[src/rtl/aes_pkg.sv]
// Shared AES control definitions: sequencer state encoding and round counts.
package aes_pkg;

  typedef enum logic [2:0] {
    IDLE     = 3'd0,
    WAIT_KEY = 3'd1,
    INIT     = 3'd2,
    ROUND    = 3'd3,
    FINAL    = 3'd4,
    DONE     = 3'd5
  } aes_state_t;

  localparam int AES_NR_128 = 10;
  localparam int AES_NR_192 = 12;
  localparam int AES_NR_256 = 14;

endpackage

[src/rtl/aes_round_down_counter.sv]
// Round-key index down-counter. Loads a start value, decrements on enable and
// parks at one, so it can never wrap below the last middle round.
module aes_round_down_counter #(
  parameter int CNT_SIZE = 4
) (
  input  logic                clk,
  input  logic                rst,
  input  logic                clr,
  input  logic                load,
  input  logic [CNT_SIZE-1:0] load_val,
  input  logic                en,
  output logic [CNT_SIZE-1:0] o_count,
  output logic                o_is_one
);

  logic [CNT_SIZE-1:0] count;

  // Clear dominates load, load dominates decrement; decrement stops at one.
  always_ff @(posedge clk) begin
    if (rst || clr) begin
      count <= '0;
    end else if (load) begin
      count <= load_val;
    end else if (en && (count > CNT_SIZE'(1))) begin
      count <= count - CNT_SIZE'(1);
    end
  end

  assign o_count  = count;
  assign o_is_one = (count == CNT_SIZE'(1));

endmodule

[src/rtl/aes_inv_round_ctrl.sv]
// Round sequencer for the AES inverse cipher: walks round keys MAX_CNT..0,
// flags the AddRoundKey-only first round and the InvMixColumns-free last round,
// and handshakes start/done with the block controller.
//
//  state    | meaning
//  ---------+-------------------------------------------------------------
//  IDLE     | waiting for i_start, count held at 0
//  WAIT_KEY | start accepted, waiting for expanded keys
//  INIT     | load ciphertext, AddRoundKey with key MAX_CNT
//  ROUND    | middle round, key index = count (MAX_CNT-1 down to 1)
//  FINAL    | last round with key 0, InvMixColumns skipped
//  DONE     | one-cycle done pulse, then back to IDLE
module aes_inv_round_ctrl
  import aes_pkg::*;
#(
  parameter int MAX_CNT  = AES_NR_128,
  parameter int CNT_SIZE = 4
) (
  input  logic                clk,
  input  logic                rst,
  input  logic                i_start,
  input  logic                i_key_ready,
  input  logic                i_cnt_en,
  input  logic                i_abort,
  output logic                o_busy,
  output logic                o_data_load,
  output logic                o_first_round,
  output logic                o_last_round,
  output logic [CNT_SIZE-1:0] o_round_key_idx,
  output logic                o_done
);

  aes_state_t          state;
  aes_state_t          state_next;
  logic                cnt_clr;
  logic                cnt_load;
  logic                cnt_dec;
  logic [CNT_SIZE-1:0] count;
  logic                cnt_is_one;

  aes_round_down_counter #(
    .CNT_SIZE(CNT_SIZE)
  ) u_cnt (
    .clk      (clk),
    .rst      (rst),
    .clr      (cnt_clr),
    .load     (cnt_load),
    .load_val (CNT_SIZE'(MAX_CNT - 1)),
    .en       (cnt_dec),
    .o_count  (count),
    .o_is_one (cnt_is_one)
  );

  // State register.
  always_ff @(posedge clk) begin
    if (rst) begin
      state <= IDLE;
    end else begin
      state <= state_next;
    end
  end

  // Next-state and counter control; abort beats advance in every busy state.
  always_comb begin
    state_next = state;
    cnt_load   = 1'b0;
    cnt_dec    = 1'b0;
    if (i_abort && (state != IDLE)) begin
      state_next = IDLE;
    end else begin
      case (state)
        IDLE: begin
          if (i_start) state_next = i_key_ready ? INIT : WAIT_KEY;
        end
        WAIT_KEY: begin
          if (i_key_ready) state_next = INIT;
        end
        INIT: begin
          if (i_cnt_en) begin
            state_next = ROUND;
            cnt_load   = 1'b1;
          end
        end
        ROUND: begin
          if (i_cnt_en) begin
            if (cnt_is_one) state_next = FINAL;
            else            cnt_dec    = 1'b1;
          end
        end
        FINAL: begin
          if (i_cnt_en) state_next = DONE;
        end
        DONE:    state_next = IDLE;
        default: state_next = IDLE;
      endcase
    end
    cnt_clr = (state_next == IDLE);
  end

  // Moore output decode from registered state and count only.
  always_comb begin
    o_busy          = (state != IDLE);
    o_data_load     = 1'b0;
    o_first_round   = 1'b0;
    o_last_round    = 1'b0;
    o_round_key_idx = '0;
    o_done          = 1'b0;
    case (state)
      INIT: begin
        o_data_load     = 1'b1;
        o_first_round   = 1'b1;
        o_round_key_idx = CNT_SIZE'(MAX_CNT);
      end
      ROUND:   o_round_key_idx = count;
      FINAL:   o_last_round    = 1'b1;
      DONE:    o_done          = 1'b1;
      default: ;
    endcase
  end

endmodule
[config.mk]
export PLATFORM = sky130hd
export DESIGN_NAME = aes_inv_round_ctrl
export DESIGN_NICKNAME = d
export VERILOG_FILES = /design/src/rtl/aes_pkg.sv /design/src/rtl/aes_round_down_counter.sv /design/src/rtl/aes_inv_round_ctrl.sv
export SDC_FILE = /design/constraint.sdc
export NUM_CORES = 1
export LEC_CHECK = 0
export BUFFER_PORTS_ARGS = -buffer_cell sky130_fd_sc_hd__buf_2
export CAP_MARGIN = 15
export CORE_AREA = 2 2 39 41
export CTS_CLUSTER_SIZE = 16
export DETAILED_ROUTE_END_ITERATION = 7
export DIE_AREA = 0 0 41 43
export HOLD_SLACK_MARGIN = 0.08
export PLACE_DENSITY = 0.68
export SYNTH_ARGS = -nofsm -noshare
export SYNTH_HDL_FRONTEND = slang
export SYNTH_SLANG_ARGS = --single-unit
export TNS_END_PERCENT = 5
[constraint.sdc]
create_clock -name clk -period 3.7 [get_ports clk]
set_clock_uncertainty 0.15 [all_clocks]
set_input_delay 0.185 -clock clk [delete_from_list [all_inputs] [get_ports clk]]
set_output_delay 0.185 -clock clk [all_outputs]
set_load 0.03 [all_outputs]
Word level (Yosys, flattened, before mapping)

Index checks and enable logic that the tools add are counted.

$add $sub $neg: 1
Order comparisons: 1
Eq/ne operators: 6
Multiplexer cells: 22
Reductions and logical operators: 8

Operators by type and width:

| kind                                                                            | number |
|---|---|
| 3-bit two-way mux                                                               | 7 |
| 3-bit one-hot mux with 5 select lines                                           | 1 |
| 1-bit two-way mux                                                               | 10 |
| 4-bit two-way mux                                                               | 2 |
| 4-bit one-hot mux with 2 select lines                                           | 1 |
| 3-bit by 2-bit == test with 1-bit output, second input constant                 | 2 |
| 3-bit == test, second input constant                                            | 2 |
| 3-bit zero test                                                                 | 2 |
| 4-bit by 1-bit == test with 1-bit output, second input constant                 | 1 |
| 4-bit by 1-bit greater-than comparator with 1-bit output, second input constant | 1 |
| 4-bit by 1-bit subtractor with 4-bit output, second input constant              | 1 |
| 3-bit by 1-bit == test with 1-bit output, second input constant                 | 1 |
| 3-bit nonzero test                                                              | 1 |
| 1-bit logical AND                                                               | 2 |
| 2-bit two-way mux                                                               | 1 |
| 2-bit nonzero test                                                              | 1 |
| 2-bit OR reduction                                                              | 1 |
| 1-bit logical OR                                                                | 1 |

Bits in registers: 7
Input port bits: 6
Output and inout port bits: 9
Logic and storage cells: 41

Logic depth before layout (Yosys ltp)

Gate-level depths: netlist of run 1.

Depth after elaboration: 8
Gate-level depth with buffers: 6
Gate-level depth less buffers: 6

By module

Synthesis of run 1 repeated with hierarchy kept, for this count alone.

Cells, all modules: 73
Area total of the unflattened synthesis: 555.5 µm²

By module, submodules not included:

| module                 | instances | cells each | area each (µm²) | seq. area each (µm²) |
|---|---|---|---|---|
| aes_inv_round_ctrl     | 1         | 42         | 304.0           | 60.1 |
| aes_round_down_counter | 1         | 31         | 251.5           | 80.1 |

Worst setup path after synthesis of run 1

Ideal clock, no wire load.

Path kind: register to register
Start: reg u_cnt.count[0] (netlist: u_cnt.o_count[0])
End: reg u_cnt.count[3] (netlist: u_cnt.o_count[3])
Library setup time: 0.079 ns
Arrival time: 1.654 ns
Data required time: 3.471 ns
Setup slack: 1.817 ns
Stages on the path, launching flop included: 7
Buffers on the path: 0
Clock period less this slack: 1.883 ns
Path through: dfxtp_1 > inv_1 > ha_1 > or2_4 > and2_1 > or4_1 > a32oi_1

Word-level cells in the longest chain between the ends: 7
Elaborated cells between the ends (all ways): 17
Classes of those cells: add/sub: 1; order compare: 1; eq/ne: 1; mux: 10; reduce/logical: 4

RTL lines:

| item                                                                              | RTL line                                               | source |
|---|---|---|
| start: declaration                                                                | aes_round_down_counter.sv:16                           | `logic [CNT_SIZE-1:0] count;` |
| start signal: assignment                                                          | aes_round_down_counter.sv:23                           | `count <= load_val;` |
| start signal: assignment                                                          | aes_round_down_counter.sv:25                           | `count <= count - CNT_SIZE'(1);` |
| 4-bit by 1-bit == test with 1-bit output                                          | aes_round_down_counter.sv:30                           | `assign o_is_one = (count == CNT_SIZE'(1));` |
| 3-bit two-way mux / 1-bit two-way mux (equally long branches)                     | aes_inv_round_ctrl.sv:86                               | `if (cnt_is_one) state_next = FINAL;` |
| 3-bit two-way mux / 1-bit two-way mux (equally long branches)                     | aes_inv_round_ctrl.sv:85                               | `if (i_cnt_en) begin` |
| 3-bit one-hot mux with 5 select lines / 1-bit two-way mux (equally long branches) | aes_inv_round_ctrl.sv:71                               | `case (state)` |
| 3-bit two-way mux / 1-bit two-way mux (equally long branches)                     | aes_inv_round_ctrl.sv:68                               | `if (i_abort && (state != IDLE)) begin` |
| 3-bit zero test / 1-bit logical AND (equally long branches)                       | aes_inv_round_ctrl.sv:97, aes_round_down_counter.sv:24 |  |
| 1-bit logical OR / 2-bit nonzero test (equally long branches)                     | -                                                      |  |

Parallel ways exist; a longest one is shown, timed or not. The select of a mux whose other input is x is not followed.
A chain may end at the register's enable or synchronous reset.

Worst setup path after layout of run 1

Same ends and word-level chain as after synthesis.

==> summary.md, run 1 <==
| Metric | Value |
|---|---|
| IO Port Bufs | 14 |
| Routed wl met2 | 584 µm |
| Clock buffer depth | 2 |
| Power Dens Cells | between 200 and 300 nW/µm² |
| Cells after DPL | 101 |
| Crit start category | flop |
| Post-CTS Setup Bufs | 0 |
| Critical Path RT | 3.72 ns |
| Max_slew headroom | 0.647 |
| Hold_sp | rst |
| Initial Utilization | 0.422 |
| FF+latch area | approximately 140 µm² |
| Die width | 41 µm |
| Hold crit path type | in -> reg |
| Fill cell count | approximately 140 |
| Sequential fraction of the synthesis area | 0.240 |
| Post-layout net count | about 100 |
| Met3 routed WL | 60 µm |
| Leak pwr | 0.000298 µW |
| Max FO, Critical Path | 5 |
| Peak Freq | slightly above 500 MHz |
| CTS buffer count | 3 |
| DPL Wire Length | 950 µm |
| Worst-path clk slew | 0.05 ns |
| Yosys cell types | 37 |
| DR iter-0 viols | 9 |
| Critical Path Start | u_cnt.o_count[0] |
| Family with the most delay on the worst path | simple AND/OR/NAND/NOR gates |
| Syn Inst Count | 76 |
| Largest net degree at the start of global routing | 18 |
| Fin cells | 105 |
| DRC viols | 0 |
| Crit path max-delay cell type | or4_1 |
| First-pass GRT wire length | 1950 µm |
| First-pass detailed-route iteration total | 4 |
| Worst r2r src | u_cnt.o_count[0] |
| Max_cap viols | 0 |
| Total number of vias | 569 |
| Slew @ Worst Pin | 0.523 ns |
| Register bit count reported by yosys | 7 |
| Post-CTS Hold Fix Bufs | 0 |
| DRT Wirelength | 1230 µm |
| Post-Syn Area per Cell | just under 8 µm² |
| Placer congestion estimate | 0.768 |
| M1 WL | approximately 590 µm |
| Vias in the first global route | ~490 |
| Synth Cell Area | 584 µm² |
| Share of cells above drive strength 1 | 0.225 |
| Non-Filler Cell Area, Final | 672 µm² |
| Hold WS | approximately 0.11 ns |
| # diodes | 0 |
| CTS tree | built |
| Via density | 5.42 |
| Area of the multi-input gates | 393 µm² |
| CP endpoint kind | flop |
| Rows | 14 |
| Final min period | a little under 2 ns |
| CTS resizes | 0 |
| Total negative slack | 0 ns |
| Io pins | 15 |
| Antenna-violating nets left | 0 |
| Top Layer Used | met3 |
| Drt wl/cell | 11.7 µm |
| Final setup fails | 0 |
| CTS sink cnt | 7 |
| Total gr overflow | 0 |
| Hold Vio Cnt, Final | 0 |
| Core area | 1380 µm² |
| Slew Viols, Final | 0 |
| Critical Path AT | 1.99 ns |
| Root Driver | clkbuf_4 |
| Critical path buffers and inverters | 1 |
| Die height | between 40 and 50 µm |
| Clock Latency Late Sink | 0.24 ns |
| RSZ-0062 raised after global routing | false |
| Full die area | 1760 µm² |
| Placed cell areas | roughly 650 µm² |
| Peak supply drop | about 0.00013 V |
| H-Tree Depth | 1 |
| Crit share post-route | 0.534 |
| YS warnings | 0 |
| Kind of critical path | reg -> reg |
| Status | finished clean |
| Syn_nets | between 80 and 90 |
| Critical Path Max Stage Delay | 0.46 ns |
| Syn-to-layout area delta | 15.0% |
| Initial antenna violation count | 0 |
| Global Route Usage Sum | 0.166 |
| Cell Chain, Critical Path | inv_1 -> ha_1 -> or2_4 -> and2_1 -> or4_1 -> a32oi_1 |
where the power goes:
part | switching (µW) | leakage [µW] | internal (µW) | total (µW)
logic | 28.5 | 0.000226 | 17.8 | 46.4
clock network | 24.6 | 0.0000150 | 40.9 | 65.5
registers | 7.45 | 0.0000568 | 78.1 | 85.5
area by class of cell:
class,count,share of cell area
tap,16,0.0298
multi-input combinational,58,0.585
clock buffer,4,0.0391
inverter,6,0.0335
sequential,7,0.209
timing repair buffer,14,0.104
stage by stage:
step | total power (µW) | setup slack [ns] | utilization
floorplan | 123 | 1.82 | -
global placement | 133 | 1.77 | 0.467
detailed placement | 133 | 1.74 | 0.467
CTS | 201 | 1.72 | 0.486
global route | 210 | 1.54 | 0.486
finish | 197 | 1.73 | 0.486
layer usage:
layer / up-vias / track usage
li1: 298 / -
met1: 258 / 0.195
met2: 13 / 0.253
met3: 0 / 0.0471
met4: 0 / 0.100
met5: - / 0
state kept, by name (all words and copies together) (netlist names):
register	count
u_cnt.o_count	4
state	3
Yosys cell counts:
library cell | n | area (µm²)
o2111ai_1 | 1 | 8.76
or4_1 | 1 | 7.51
nand2_1 | 1 | 3.75
or4bb_1 | 1 | 11.3
nand3_1 | 2 | 10.0
o22ai_1 | 1 | 6.26
nand3b_1 | 1 | 7.51
o32ai_1 | 1 | 8.76
mux2i_1 | 1 | 10.0
o21ai_0 | 3 | 15.0
nor2_1 | 10 | 37.5
a21oi_1 | 4 | 20.0
a2111o_1 | 1 | 11.3
nand2b_1 | 3 | 18.8
and3b_1 | 1 | 8.76
dfxtp_1 | 7 | 140
a211oi_1 | 2 | 15.0
o211ai_1 | 1 | 7.51
nand2_2 | 1 | 6.26
and2_1 | 4 | 25.0
xnor2_1 | 1 | 8.76
a22o_1 | 1 | 8.76
buf_2 | 2 | 10.0
nor4bb_1 | 1 | 10.0
nor2b_1 | 2 | 12.5
and3b_4 | 1 | 12.5
ha_1 | 2 | 25.0
o211a_1 | 1 | 10.0
inv_1 | 6 | 22.5
clkbuf_1 | 1 | 3.75
or2_4 | 1 | 8.76
or3_1 | 3 | 18.8
or2_1 | 1 | 6.26
a32oi_1 | 2 | 17.5
a31oi_1 | 1 | 6.26
a211o_1 | 1 | 8.76
buf_4 | 2 | 15.0
cell usage in the layout, fill, tap and decap left out, types with 2 or more instances in the layout:
cell	n
buf_2	14
inv_1	6
or3_1	3
o21ai_0	3
and2_1	4
nor2b_1	2
nand3_1	2
clkbuf_4	3
a21oi_1	4
a211oi_1	2
nor2_1	10
a32oi_1	2
ha_1	2
dfxtp_1	7
nand2b_1	3
path summary, 6_finish.rpt:
path	cells past startpoint	end	slack, ns
min	3	state[0]	0.11
min reg2reg	2	u_cnt.o_count[3]	0.42
max	6	u_cnt.o_count[3]	1.73
max reg2reg	6	u_cnt.o_count[3]	1.73
worst min-delay path, cell delays in order:
cell     delay [ns]
buf_2          0.10
inv_1          0.05
o211a_1        0.12
kinds of logic after synthesis:
group | synth area share
XOR/XNOR | 0.0150
AO/OA/AOI/OAI | 0.246
flip-flops | 0.240
buffers and inverters | 0.0878
AND/OR/NAND/NOR | 0.351
multiplexers | 0.0171
adder cells (fa/ha/maj) | 0.0428
No activity file was read; power rests on OpenSTA's default activity.
==> run 2: changes to the inputs <==
--- a/config.mk
+++ b/config.mk
@@ -5,6 +5,7 @@
 export SDC_FILE = /design/constraint.sdc
 export NUM_CORES = 1
 export LEC_CHECK = 0
+export ABC_AREA = 1
 export BUFFER_PORTS_ARGS = -buffer_cell sky130_fd_sc_hd__buf_2
 export CAP_MARGIN = 15
 export CORE_AREA = 2 2 39 41
@@ -12,7 +13,7 @@
 export DETAILED_ROUTE_END_ITERATION = 7
 export DIE_AREA = 0 0 41 43
 export HOLD_SLACK_MARGIN = 0.08
-export PLACE_DENSITY = 0.68
+export PLACE_DENSITY = 0.7
 export SYNTH_ARGS = -nofsm -noshare
 export SYNTH_HDL_FRONTEND = slang
 export SYNTH_SLANG_ARGS = --single-unit
==> constraint.sdc (replaced) <==
create_clock -name clk -period 1.7 [get_ports clk]
set_clock_uncertainty 0.15 [all_clocks]
set_input_delay 0.085 -clock clk [delete_from_list [all_inputs] [get_ports clk]]
set_output_delay 0.085 -clock clk [all_outputs]
set_load 0.03 [all_outputs]
==> run 2 against run 1 <==
Worst setup slack got worse by 1.6 ns. Wire length fell by 2.6%. Register-to-register slack got worse by 1.6 ns. Combinational power rose to 11 times the previous value. Sequential power rose to 2.9 times the previous value. First-iteration DRC count rose by 22%. Final cell count rose by 18%. Power rose to 4.7 times the previous value. Count of clock-buffer cells in the layout did not move. Sequential cell count did not move. Critical path type is now reg -> out.
==> summary.md, run 2 <==
| Metric | Value |
|---|---|
| Synth area leaders | dfxtp_1 (24%), inv_1 (12%), nor2_1 (9.1%), nand3_1 (7.8%), nand2_1 (7.1%) |
| Critical path buffers and inverters | 1 |
| Antenna-violating nets left | 0 |
| Critical path destination | o_round_key_idx[2] |
| Full die area | 1760 µm² |
| CTS tree | built |
| Worst r2r src | u_cnt.o_count[1] |
| Worst R2R Path Depth | 9 |
| Synth Cell Area | 578 µm² |
| Cell Chain, Critical Path | nand3_2 -> nor2_1 -> buf_2 |
| Power Dens Cells | between 1000 and 1500 nW/µm² |
| First-pass detailed-route iteration total | 2 |
| Leak pwr | 0.000396 µW |
| WP depth | 3 |
| Family with the most delay on the worst path | flip-flops |
| Vias in the first global route | 479 |
| Post-layout net count | 117 |
| Critical Path RT | around 1.5 ns |
| Syn Inst Count | 88 |
| Worst-path clk slew | 0.06 ns |
| Initial antenna violation count | 0 |
| CTS buffer count | 3 |
| Share of the synthesized area in the top cell type | 0.242 |
| Yosys top cell by area | dfxtp_1 |
| Max FO, Critical Path | 7 |
| DPL Wire Length | 958 µm |
| Status | finished clean |
| Hold Vio Cnt, Final | 0 |
| Kind of critical path | reg -> out |
| Crit path max-delay cell type | dfxtp_1 |
| Syn-to-layout area delta | 23.8% |
| Slew Viols, Final | 0 |
| FF-to-FF setup slack | 0.15 ns |
| Crit start category | flop |
| Reg2reg end | u_cnt.o_count[3] |
| Commonest cells in the netlist | inv_1 (18), nor2_1 (14), nand2_1 (11) |
| Most used DFF post-synth | dfxtp_1 |
| DR iter-0 viols | 11 |
| Largest net degree at the start of global routing | 9 |
| Most common cell after layout, fill and taps aside | inv_1 |
| Critical Path Start | state[0] |
| Max_slew headroom | 0.776 |
| Root Driver | clkbuf_4 |
| Global Route Usage Sum | 0.162 |
| Total negative slack | 0 ns |
| Via density | ~4.7 |
| Max reg flops | 4 |
| Drt wl/cell | 9.66 µm |
| YS warnings | 0 |
| Final min period | 1.57 ns |
| Yosys cell types | 21 |
| Share of synthesized registers carrying an async set or reset | 0 |
| Syn_nets | 96 |
| Sequential fraction of the synthesis area | 0.242 |
| DRC viols | 0 |
| DRT Wirelength | 1200 µm |
| First-pass GRT wire length | 1900 µm |
| Post-CTS Setup Bufs | 0 |
| Fill cell count | 141 |
| Most frequent cells in the layout | inv_1 (18), nor2_1 (14), buf_2 (14) |
| # diodes | 0 |
| Peak Freq | between 600 and 700 MHz |
| Initial Utilization | 0.418 |
| Clock Latency Late Sink | 0.27 ns |
| Clock buffer depth | 2 |
| H-Tree Depth | 1 |
| Placer congestion estimate | 0.795 |
| Slew @ Worst Pin | 0.335 ns |
| Most numerous cell in the Yosys netlist | inv_1 |
| Total number of vias | 588 |
| Rows | 14 |
| Peak supply drop | 0.000488 V |
| CTS sink cnt | 7 |
| Share of cells above drive strength 1 | 0.296 |
| IO Port Bufs | 14 |
| Register bit count reported by yosys | 7 |
| Io pins | 15 |
| Hold crit path type | in -> reg |
| Number of enable flip-flop cells after synthesis | 0 |
| Die height | around 43 µm |
| Post-Syn Area per Cell | 6.57 µm² |
| Tot Pwr | 928 µW |
| Critical Path AT | 1.34 ns |
| Hold WS | around 0.087 ns |
| Final setup fails | 0 |
| Crit share post-route | 0.925 |
| Total gr overflow | 0 |
| RSZ-0062 raised after global routing | false |
| CP endpoint kind | output port |
| Die width | 41 µm |
| Max_cap viols | 0 |
| Core area | between 1000 and 1500 µm² |
| Critical Path Max Stage Delay | slightly above 0.5 ns |
[run 2: final cells by class]
type / count / area [µm²] / share of cell area
well taps: 16 / 20.0 / 0.0280
repair buffers: 17 / 97.6 / 0.136
multi-input cells: 61 / 359 / 0.502
flip-flops and latches: 7 / 141 / 0.198
inverters: 19 / 71.3 / 0.0997
clock buffers: 4 / 26.3 / 0.0367
[run 2: how the worst min path moves through the flow]
stage | startpoint | depth (start not counted) | to
2_1_floorplan | rst | 3 | state[2]
3_3_place_gp | rst | 4 | state[2]
3_5_place_dp | rst | 4 | state[2]
4_1_cts | i_cnt_en | 4 | u_cnt.o_count[2]
5_1_grt | i_cnt_en | 4 | u_cnt.o_count[2]
6_report | i_cnt_en | 4 | u_cnt.o_count[2]
[run 2: report_power, final]
group          switching (µW)  internal (µW)  leakage [µW]
Sequential               54.3            192     0.0000573
Clock                    73.2           90.4     0.0000150
Combinational             350            168      0.000323
[run 2: cells by family (layout without fill, tap and decap cells)]
logic type      count (synthesis)  in the layout  synth area share
flops                           7              7             0.242
fa+ha+maj                       2              2            0.0433
buf+inv                        20             40             0.136
xor+xnor                        2              2            0.0303
compound gates                  8              8            0.0736
simple gates                   49             49             0.474
[run 2: per-stage QoR]
stage | cell area [µm²] | instances | utilization | worst slack (ns)
floorplan | 578 | 88 | - | 0.103
global placement | 668 | 118 | 0.483 | 0.150
detailed placement | 668 | 118 | 0.483 | 0.128
CTS | 714 | 124 | 0.516 | 0.108
global route | 716 | 124 | 0.517 | 0.00285
finish | 716 | 124 | 0.517 | 0.128
[run 2: metal layers]
layer | wire [µm] | global-route usage | up-vias
li1 | - | - | 315
met1 | 591 | 0.201 | 258
met2 | 531 | 0.234 | 13
met3 | 50 | 0.0471 | 2
met4 | 25 | 0.100 | 0
met5 | 0 | 0 | -
[run 2: repair_timing]
item	4_1_cts	5_1_grt
setup endpoints to repair	0	4
hold buffers	2	0
endpoints found under the hold margin	1	0
resized for setup	0	1
[run 2: worst register-to-register path, cell delays in order (launching register included)]
cell	delay, ns
dfxtp_1	0.33
inv_1	0.10
ha_1	0.20
o21ai_0	0.16
buf_4	0.15
nand3_4	0.10
nand3_1	0.08
o211ai_1	0.09
nand2_1	0.07
inv_1	0.03
